**config.mk**
```make
export PLATFORM = sky130hd
export DESIGN_NAME = fifo_source_arbiter
export DESIGN_NICKNAME = d
export VERILOG_FILES = /design/src/rtl/fifo_arbiter_pkg.sv /design/src/rtl/rr_priority_picker.sv /design/src/rtl/fifo_source_arbiter.sv
export SDC_FILE = /design/constraint.sdc
export NUM_CORES = 1
export LEC_CHECK = 0
export CAP_MARGIN = 40
export CORE_ASPECT_RATIO = 1.1
export CORE_MARGIN = 2
export CORE_UTILIZATION = 50
export DETAILED_ROUTE_END_ITERATION = 10
export DONT_BUFFER_PORTS = 1
export PLACE_DENSITY = 0.77
export SLEW_MARGIN = 25
export SYNTH_ARGS = -nofsm -noshare
export SYNTH_HDL_FRONTEND = slang
export SYNTH_SLANG_ARGS = --single-unit
```
**constraint.sdc**
```tcl
create_clock -name BUS_CLK -period 9.9 [get_ports BUS_CLK]
set_input_delay 0.99 -clock BUS_CLK [delete_from_list [all_inputs] [get_ports BUS_CLK]]
set_output_delay 0.99 -clock BUS_CLK [all_outputs]
set_load 0.005 [all_outputs]
```
**src/rtl/fifo_arbiter_pkg.sv**
```systemverilog
// Shared types and constants for the multiplexed readout-source arbiter.
package fifo_arbiter_pkg;

  localparam int unsigned GRANT_ID_W  = 3;
  localparam int unsigned BURST_CNT_W = 8;

  typedef enum logic [1:0] {
    ST_IDLE    = 2'd0,
    ST_GRANT   = 2'd1,
    ST_RELEASE = 2'd2
  } arb_state_e;

endpackage

```
**src/rtl/rr_priority_picker.sv**
```systemverilog
// Combinational source picker: lowest-index preempting requester first,
// otherwise round-robin starting just above the last granted index.
module rr_priority_picker
  import fifo_arbiter_pkg::*;
#(
  parameter int unsigned N = 4
) (
  input  logic [N-1:0]          req_i,
  input  logic [N-1:0]          pre_i,
  input  logic [GRANT_ID_W-1:0] last_i,
  output logic                  found_o,
  output logic [GRANT_ID_W-1:0] idx_o
);

  logic                  pre_found;
  logic [GRANT_ID_W-1:0] pre_idx;
  logic                  rr_found;
  logic [GRANT_ID_W-1:0] rr_idx;
  int unsigned           rr_dist;
  int unsigned           last_u;

  assign last_u = 32'(last_i);

  // Scan from the top so the lowest preempting index is the last one written.
  always_comb begin
    pre_found = 1'b0;
    pre_idx   = '0;
    for (int unsigned i = 0; i < N; i++) begin
      if (req_i[N-1-i] && pre_i[N-1-i]) begin
        pre_found = 1'b1;
        pre_idx   = GRANT_ID_W'(N-1-i);
      end
    end
  end

  // Distance above last grant (with wrap); smallest distance wins.
  always_comb begin
    rr_found = 1'b0;
    rr_idx   = '0;
    rr_dist  = N;
    for (int unsigned i = 0; i < N; i++) begin
      if (req_i[i] && (((i + N - 1 - last_u) % N) < rr_dist)) begin
        rr_found = 1'b1;
        rr_idx   = GRANT_ID_W'(i);
        rr_dist  = (i + N - 1 - last_u) % N;
      end
    end
  end

  assign found_o = pre_found | rr_found;
  assign idx_o   = pre_found ? pre_idx : rr_idx;

endmodule

```
**src/rtl/fifo_source_arbiter.sv**
```systemverilog
// Shares one downstream FIFO write port between FWFT readout sources using
// bounded-burst round-robin with a non-limited preempt path for trigger words.
module fifo_source_arbiter
  import fifo_arbiter_pkg::*;
#(
  parameter int unsigned N_SOURCES  = 4,
  parameter int unsigned DATA_WIDTH = 32,
  parameter int unsigned MAX_BURST  = 16
) (
  input  logic                            BUS_CLK,
  input  logic                            BUS_RST,
  input  logic [N_SOURCES-1:0]            SRC_EMPTY,
  input  logic [N_SOURCES*DATA_WIDTH-1:0] SRC_DATA,
  input  logic [N_SOURCES-1:0]            SRC_PREEMPT_REQ,
  output logic [N_SOURCES-1:0]            SRC_READ,
  input  logic                            OUT_FULL,
  output logic                            OUT_WRITE,
  output logic [DATA_WIDTH-1:0]           OUT_DATA,
  output logic                            GRANT_VALID,
  output logic [GRANT_ID_W-1:0]           GRANT_ID
);

  arb_state_e             state_q, state_d;
  logic [GRANT_ID_W-1:0]  grant_id_q, grant_id_d;
  logic [GRANT_ID_W-1:0]  last_grant_q, last_grant_d;
  logic [BURST_CNT_W-1:0] burst_cnt_q, burst_cnt_d;
  logic                   grant_valid_q, grant_valid_d;
  logic                   out_write_q, out_write_d;
  logic [DATA_WIDTH-1:0]  out_data_q, out_data_d;

  logic                   pick_found_c;
  logic [GRANT_ID_W-1:0]  pick_idx_c;
  logic [N_SOURCES-1:0]   g_onehot_c;
  logic [DATA_WIDTH-1:0]  sel_data_c;
  logic                   g_avail_c;
  logic                   g_pre_c;
  logic                   other_pre_c;
  logic                   read_c;

  rr_priority_picker #(
    .N (N_SOURCES)
  ) u_picker (
    .req_i   (~SRC_EMPTY),
    .pre_i   (SRC_PREEMPT_REQ),
    .last_i  (last_grant_q),
    .found_o (pick_found_c),
    .idx_o   (pick_idx_c)
  );

  // Granted-source decode and N:1 word mux.
  always_comb begin
    g_onehot_c = '0;
    sel_data_c = '0;
    for (int unsigned i = 0; i < N_SOURCES; i++) begin
      if (grant_id_q == GRANT_ID_W'(i)) begin
        g_onehot_c[i] = 1'b1;
        sel_data_c    = SRC_DATA[i*DATA_WIDTH +: DATA_WIDTH];
      end
    end
  end

  assign g_avail_c   = |(~SRC_EMPTY & g_onehot_c);
  assign g_pre_c     = |(SRC_PREEMPT_REQ & g_onehot_c);
  assign other_pre_c = |(SRC_PREEMPT_REQ & ~SRC_EMPTY & ~g_onehot_c);

  always_comb begin
    state_d       = state_q;
    grant_id_d    = grant_id_q;
    last_grant_d  = last_grant_q;
    burst_cnt_d   = burst_cnt_q;
    grant_valid_d = grant_valid_q;
    out_write_d   = 1'b0;
    out_data_d    = out_data_q;
    read_c        = 1'b0;
    SRC_READ      = '0;

    case (state_q)
      ST_IDLE: begin
        if (pick_found_c) begin
          state_d       = ST_GRANT;
          grant_id_d    = pick_idx_c;
          last_grant_d  = pick_idx_c;
          burst_cnt_d   = '0;
          grant_valid_d = 1'b1;
        end
      end

      ST_GRANT: begin
        // No pop during reset so the source never loses a word to the reset cycle.
        read_c   = g_avail_c && !OUT_FULL && !BUS_RST;
        SRC_READ = read_c ? g_onehot_c : '0;
        if (read_c) begin
          out_write_d = 1'b1;
          out_data_d  = sel_data_c;
          if (burst_cnt_q != '1) begin
            burst_cnt_d = burst_cnt_q + 1'b1;
          end
        end
        // Release tests use the post-read burst count.
        if (!g_avail_c ||
            (!g_pre_c && ((burst_cnt_d >= BURST_CNT_W'(MAX_BURST)) || other_pre_c))) begin
          state_d       = ST_RELEASE;
          grant_valid_d = 1'b0;
          grant_id_d    = '0;
        end
      end

      ST_RELEASE: begin
        state_d = ST_IDLE;
      end

      default: begin
        state_d       = ST_IDLE;
        grant_valid_d = 1'b0;
        grant_id_d    = '0;
      end
    endcase
  end

  always_ff @(posedge BUS_CLK) begin
    if (BUS_RST) begin
      state_q       <= ST_IDLE;
      grant_id_q    <= '0;
      last_grant_q  <= GRANT_ID_W'(N_SOURCES - 1);
      burst_cnt_q   <= '0;
      grant_valid_q <= 1'b0;
      out_write_q   <= 1'b0;
      out_data_q    <= '0;
    end else begin
      state_q       <= state_d;
      grant_id_q    <= grant_id_d;
      last_grant_q  <= last_grant_d;
      burst_cnt_q   <= burst_cnt_d;
      grant_valid_q <= grant_valid_d;
      out_write_q   <= out_write_d;
      out_data_q    <= out_data_d;
    end
  end

  assign OUT_WRITE   = out_write_q;
  assign OUT_DATA    = out_data_q;
  assign GRANT_VALID = grant_valid_q;
  assign GRANT_ID    = grant_id_q;

endmodule

```
# After elaboration in Yosys (flattened, before gate mapping)
# Cells that the tools add are included.
# word_totals
ff_bits	49
in_bits	139
memories	0
mem_bits_ro	0
wordCells	107
latch_bits	0
ramBits	0
out_inout_bits	41
# op_classes
eq_ne	8
n_div	0
order_cmp	5
multipliers	0
n_addsub	5
bitwise	9
mux	44
shifts	0
n_reduce_logical	29
# op_table
cell	count
$mux W32	4
$mux W8	4
$mux W2	9
$and A4 B4 Y4	4
$mux W1	16
$pmux W8 S2	1
$mux W3	5
$reduce_or A4 Y1	3
$logic_and A1 B1 Y1	11
$lt A2 B3 Y1	3
$pmux W3 S3	1
$add A8 B1 Y8 const B	1
$ge A8 B5 Y1 const B	1
$mux W4	2
$ne A8 B8 Y1 const B	1
$not A4 Y4	2
$reduce_and A2 Y1	4
$eq A3 B2 Y1 const B	2
$logic_not A1 Y1	4
$ne A2 B2 Y1 const B	2
$pmux W2 S2	1
$sub A1 B2 Y2 const A	2
$sub A2 B2 Y2 const A	2
$eq A3 B1 Y1 const B	1
other kinds (12)	14

# Longest topological paths before layout
# logic_depth
depth_word	16
depth_mapped	16
depth_no_buf	15

# Cells and area by module
# Synthesis repeated with hierarchy kept, for this count alone.
# hier_totals
hier_cells	392
area_unflattened_um2	3190.6
# modules_own_cells
module	area_each_um2	n_inst	cells_each	seq_area_each_um2
fifo_source_arbiter	2927.8	1	355	1001.0
rr_priority_picker	262.8	1	37	0.0

# Worst setup path before layout
# No wires, ideal clock.
# synth_timing
kind	input port to flip-flop
startpoint	input SRC_EMPTY[1]
endpoint	register grant_id_q[1], in the netlist GRANT_ID[1]
path_stages	16
n_path_buf	1
t_arrival_ns	3.728
setup_slack_ns	6.043
required_time_ns	9.771
setup_time_ns	0.129
cell_sequence	buf_2 nor2_1 a211oi_1 a31oi_1 ha_1 a21boi_0 a2bb2oi_1 nor2_1 mux2_2 ha_1 nor2_1 a211oi_1 a21oi_1 o311ai_0 a2bb2oi_1 o21ai_0
# synth_via
elab_chain_len	13
word_cells_on_any_way	39
classes_between	order compare: 3; eq/ne: 2; mux: 16; bitwise: 5; reduce/logical: 13
# synth_rtl
element	line_no	source
start, declared	fifo_source_arbiter.sv:12	input logic [N_SOURCES-1:0] SRC_EMPTY,
$not A4 Y4 (*)	fifo_source_arbiter.sv:43, fifo_source_arbiter.sv:62, fifo_source_arbiter.sv:64	
$and A4 B4 Y4	fifo_source_arbiter.sv:62	assign g_avail_c = |(~SRC_EMPTY & g_onehot_c);
$reduce_or A4 Y1	fifo_source_arbiter.sv:62	
$logic_and A1 B1 Y1 (2 in a row)	fifo_source_arbiter.sv:90	read_c = g_avail_c && !OUT_FULL && !BUS_RST;
$mux W8	fifo_source_arbiter.sv:92	if (read_c) begin
$mux W8	fifo_source_arbiter.sv:77	case (state_q)
$ge A8 B5 Y1	fifo_source_arbiter.sv:101	(!g_pre_c && ((burst_cnt_d >= BURST_CNT_W'(MAX_BURST)) || other_pre_c))) begin
$logic_or A1 B1 Y1	fifo_source_arbiter.sv:101	
$logic_and A1 B1 Y1	fifo_source_arbiter.sv:101	
$logic_or A1 B1 Y1	fifo_source_arbiter.sv:100	if (!g_avail_c ||
$ne A2 B2 Y1 (no source line)	n/a	
$reduce_and A3 Y1 (no source line)	n/a	
end signal, assigned	fifo_source_arbiter.sv:131	grant_id_q <= grant_id_d;
end, declared	fifo_source_arbiter.sv:24	logic [GRANT_ID_W-1:0] grant_id_q, grant_id_d;
# Every way passes the cells marked *; elsewhere a longest branch is shown, timed or not. The select of a mux whose other input is x is not followed.
# A chain may end at the register's enable or synchronous reset.

# Final worst setup path
# layout_timing
startpoint	register grant_id_q[0], in the netlist GRANT_ID[0]
endpoint	output SRC_READ[3]
# layout_via
elab_chain_len	8
word_cells_on_any_way	14
classes_between	eq/ne: 3; mux: 6; bitwise: 1; reduce/logical: 4
# layout_rtl
element	line_no	source
$eq A3 B1 Y1 (tied with other cells)	fifo_source_arbiter.sv:55	if (grant_id_q == GRANT_ID_W'(i)) begin
$mux W1	fifo_source_arbiter.sv:55	
$and A4 B4 Y4	fifo_source_arbiter.sv:62	
$reduce_or A4 Y1	fifo_source_arbiter.sv:62	
$logic_and A1 B1 Y1 (2 in a row)	fifo_source_arbiter.sv:90	
$mux W4 (*)	fifo_source_arbiter.sv:91	SRC_READ = read_c ? g_onehot_c : '0;
$mux W4 (*)	fifo_source_arbiter.sv:77	
end, declared	fifo_source_arbiter.sv:15	output logic [N_SOURCES-1:0] SRC_READ,
# Every way passes the cells marked *; elsewhere a longest branch is shown, timed or not.

==> impl_metrics.py <==
metrics = {
    "outcome": {
        "status": "complete, no violations",
    },
    "floorplanning": {
        "ios": 180,
        "start_util_pct": 50.88,
        "fp.dieH_um": 86.51,
        "die_x_um": 79.01,
        "fp-row-count": 30,
        "core_region_area_um2": 6081,
        "die-area_um2": 6834,
    },
    "drt": {
        "drt-initial-drc-count": 111,
        "route.detailed.wl_per_inst_um": 19.23,
        "antenna_violating_nets_post_route": 0,
        "vias": 2527,
        "number_of_design_rule_violations_left_after_detail_routing": 0,
        "drt-total-wl_um": 7751,
        "vias_per_cell": 6.270,
        "drt_pre_antenna_iters": 4,
    },
    "final_layout": {
        "synthToLayoutAreaGrowth_pct": 3.518,
        "finalNetCount": 466,
        "num_antenna_cells": 0,
        "layout_filler_cell_count": 582,
        "footprint_of_the_multi_input_gates_um2": 1979,
        "fin_cells": 403,
        "sequential_cell_area_um2": 963.4,
        "drive_gt1_share_pct": 16.41,
    },
    "min_path": {
        "hold-path-endpoint": "OUT_DATA[0]$_SDFFE_PP0P_",
        "worst_hold_path.num_cells": 2,
        "hold_path_startpoint": "OUT_DATA[0]$_SDFFE_PP0P_",
        "holdCritPathClass": "register to register",
    },
    "synthesis": {
        "synth_nets": 485,
        "synth_warnings": 0,
        "synth_top_flop_cell": "dfxtp_1",
        "avgSynthCellArea_um2": 9.021,
        "seq_area_frac_synth_pct": 31.06,
        "syn_area_um2": 3094,
        "ys_ff_latch": 48,
        "synthArstFlopShare_pct": 0,
        "post_synth_inst_count": 343,
        "synth_edf_count": 0,
        "post_synth_num_cell_types": 52,
    },
    "sta": {
        "grt_setup_unrepaired": "false",
        "whs_ns": 0.4744,
        "finalSetupViolCount": 0,
        "finalHoldViolCount": 0,
        "finalCritPeriodShare_pct": 42.72,
        "timing.final.max_slew_violations": 0,
        "fin_setup_tns_ns": 0,
        "tightestPinTransition_ns": 0.7451,
        "slew_headroom_pct": 50.32,
        "layout_min_cycle_time_ns": 4.230,
        "fin_worst_skew_ns": 0.005762,
        "max_clock_freq_mhz": 236.4,
    },
    "run": {
        "maxCapViolCount": 0,
    },
    "global_route": {
        "grt_overflow": 0,
        "via_count_of_the_first_global_routing_pass": 2539,
        "grt_first_pass_wirelength_um": 12270,
        "grt_start_max_net_pins": 52,
        "antenna_found_initial": 0,
        "global_router_s_overall_resource_usage_pct": 22.52,
    },
    "worst_setup_path": {
        "worst-path-buf-inv": 2,
        "critPathTopFamily": "buffers and inverters",
        "worst-r2r-setup-slack_ns": 6.29,
        "element_type_at_the_critical_path_end": "output port",
        "reg2reg_to": "GRANT_ID[1]$_SDFFE_PP0P_",
        "timing.critical_path.slowest_cell_delay_ns": 0.59,
        "worst_r2r_path_depth": 15,
        "rr_startpoint": "last_grant_q[0]$_SDFFE_PP1P_",
        "worst-path-max-fanout": 45,
        "worstSetupPathType": "register to output port",
        "timing.critical_path.required_ns": 8.91,
        "cpMaxStageDelayCell": "buf_4",
        "cp_cell_sequence": "buf_4, mux2i_1, a22o_2, nand2_2, clkinv_1, and3_1",
        "start_kind": "register",
        "timing.critical_path.arrival_ns": 3.24,
    },
    "pwr": {
        "vdd_ir_drop_max_mv": 0.1032,
        "areal_power_density_over_the_cells_nw_per_um2": 162.2,
        "leakage_nw": 0.9817,
    },
    "placement": {
        "finalWeightedCongestion": 0.8814,
        "place_hpwl_um": 5803,
        "numPortBuffers": 0,
        "placed_cells_incl_taps": 397,
    },
    "clock_tree": {
        "path_clk_slew_ns": 0.09,
        "worst_skew_pair.late_latency_ns": 0.29,
        "clk_path_buf_depth": 2,
        "htree_levels": 2,
        "cts_hold_repair.buffers": 0,
        "cts_made_buffers": 5,
        "post_cts.repair.setup_buffers": 0,
        "cts_tree": "yes",
        "cts_repair_resize_count": 0,
        "cts_num_sinks": 48,
        "clock-root-buffer": "clkbuf_8",
    },
}
[metrics by stage]
| step | total power [W] | cell area [µm²] | util, % | setup slack, ns |
|---|---|---|---|---|
| 3_5_place_dp | 0.0003898 | 3104 | 51.05 | 5.866 |
| 5_1_grt | 0.0005519 | 3203 | 52.67 | 5.311 |
| 4_1_cts | 0.0005244 | 3203 | 52.67 | 5.624 |
| 2_1_floorplan | 0.0003679 | 3094 | - | 6.043 |
| 3_3_place_gp | 0.0003805 | 3062 | 50.35 | 5.341 |
| 6_report | 0.0005194 | 3203 | 52.67 | 5.670 |
[layout by cell type, fill, tap and decap left out, types with 2 or more instances in the layout]
cell type  count
mux2i_1        4
dfxtp_1       46
ha_1           3
inv_1          2
nor2b_1        5
and3_1         2
a21o_1         2
a21oi_1       42
nand2b_1       5
o41ai_1        2
a31oi_1        3
or2_2          2
mux2_2         3
a22oi_1        2
nand2_1       82
nor2_1        16
mux4_2        33
o22ai_1        3
nand4_1        3
a21boi_0       2
dfxtp_2        2
a211oi_1       3
nor3_1        13
clkbuf_8       5
o21ai_0        5
nand3_1        6
a2bb2oi_1      2
[registers in the layout, indices dropped and copies added (netlist names)]
signal,flops
last_grant_q,2
state_q,2
OUT_WRITE,1
GRANT_ID,2
burst_cnt_q,8
OUT_DATA,32
GRANT_VALID,1
[tightest hold or removal path, cell delays in order (launching register included)]
cell and delay, ns:
dfxtp_1 0.33, nand2_1 0.06, a21oi_1 0.05
[cell type report]
type                            count  share of cell area, %
Timing Repair Buffer                3                  1.563
Clock buffer                        5                  2.148
Inverter                            3                 0.3516
Multi-Input combinational cell    263                  61.80
Tap cell                           80                  3.125
Sequential cell                    48                  30.08
Clock inverter                      1                 0.9375
[cell families after synthesis]
kind of cell / count (synthesis) / share of synthesized area [%]
buffers and inverters: 32 / 4.973
and+or+nand+nor: 142 / 20.79
xor gates and xnor gates: 1 / 0.2831
adders and majority gates: 3 / 1.213
muxes: 40 / 26.41
DFF: 48 / 31.06
other: 1 / 0.1212
AOI/OAI and AO/OA: 76 / 15.16
[Yosys cell counts, drive strengths merged, types with 3 or more instances]
cell / number / area [µm²]
clkbuf: 13 / 50.04
o21ai: 5 / 25.02
a211oi: 3 / 22.52
ha: 3 / 37.54
nor2: 16 / 60.06
nor3: 13 / 65.06
mux2: 3 / 33.78
nand3: 6 / 30.03
o22ai: 3 / 18.77
nand4: 4 / 40.04
buf: 16 / 92.58
nor2b: 5 / 31.28
dfxtp: 48 / 960.9
nand2b: 5 / 31.28
mux2i: 4 / 40.04
a21oi: 42 / 210.2
a31oi: 3 / 18.77
mux4: 33 / 743.2
nand2: 83 / 314.1
[worst max path at each step]
stage	startpoint	to	slack, ns	cells past startpoint
3_3_place_gp	GRANT_ID[0]$_SDFFE_PP0P_	SRC_READ[3]	5.34	6
3_5_place_dp	SRC_EMPTY[1]	GRANT_ID[1]$_SDFFE_PP0P_	5.87	15
6_report	GRANT_ID[0]$_SDFFE_PP0P_	SRC_READ[3]	5.67	6
2_1_floorplan	SRC_EMPTY[1]	GRANT_ID[1]$_SDFFE_PP0P_	6.04	16
4_1_cts	GRANT_ID[0]$_SDFFE_PP0P_	SRC_READ[3]	5.62	6
5_1_grt	GRANT_ID[0]$_SDFFE_PP0P_	SRC_READ[3]	5.31	6
[power by group]
| group | switching [W] | internal, W | total, W |
|---|---|---|---|
| clock network | 0.0000615 | 0.0000726 | 0.000134 |
| logic | 0.0000770 | 0.0000851 | 0.000162 |
| registers | 0.0000178 | 0.000205 | 0.000223 |
| total | 0.000156 | 0.000363 | 0.000519 |
[metal layers]
| layer | vias to the layer above | part of all wire [%] | track usage, % |
|---|---|---|---|
| met2 | 115 | 51 | 38.83 |
| met1 | 1187 | 39 | 27.79 |
| li1 | 1217 | - | - |
| met4 | 0 | 1.5 | 7.210 |
| met3 | 8 | 7.9 | 5.521 |
| met5 | - | 0 | 0 |
Note: power is estimated with default switching activity, not from simulation.
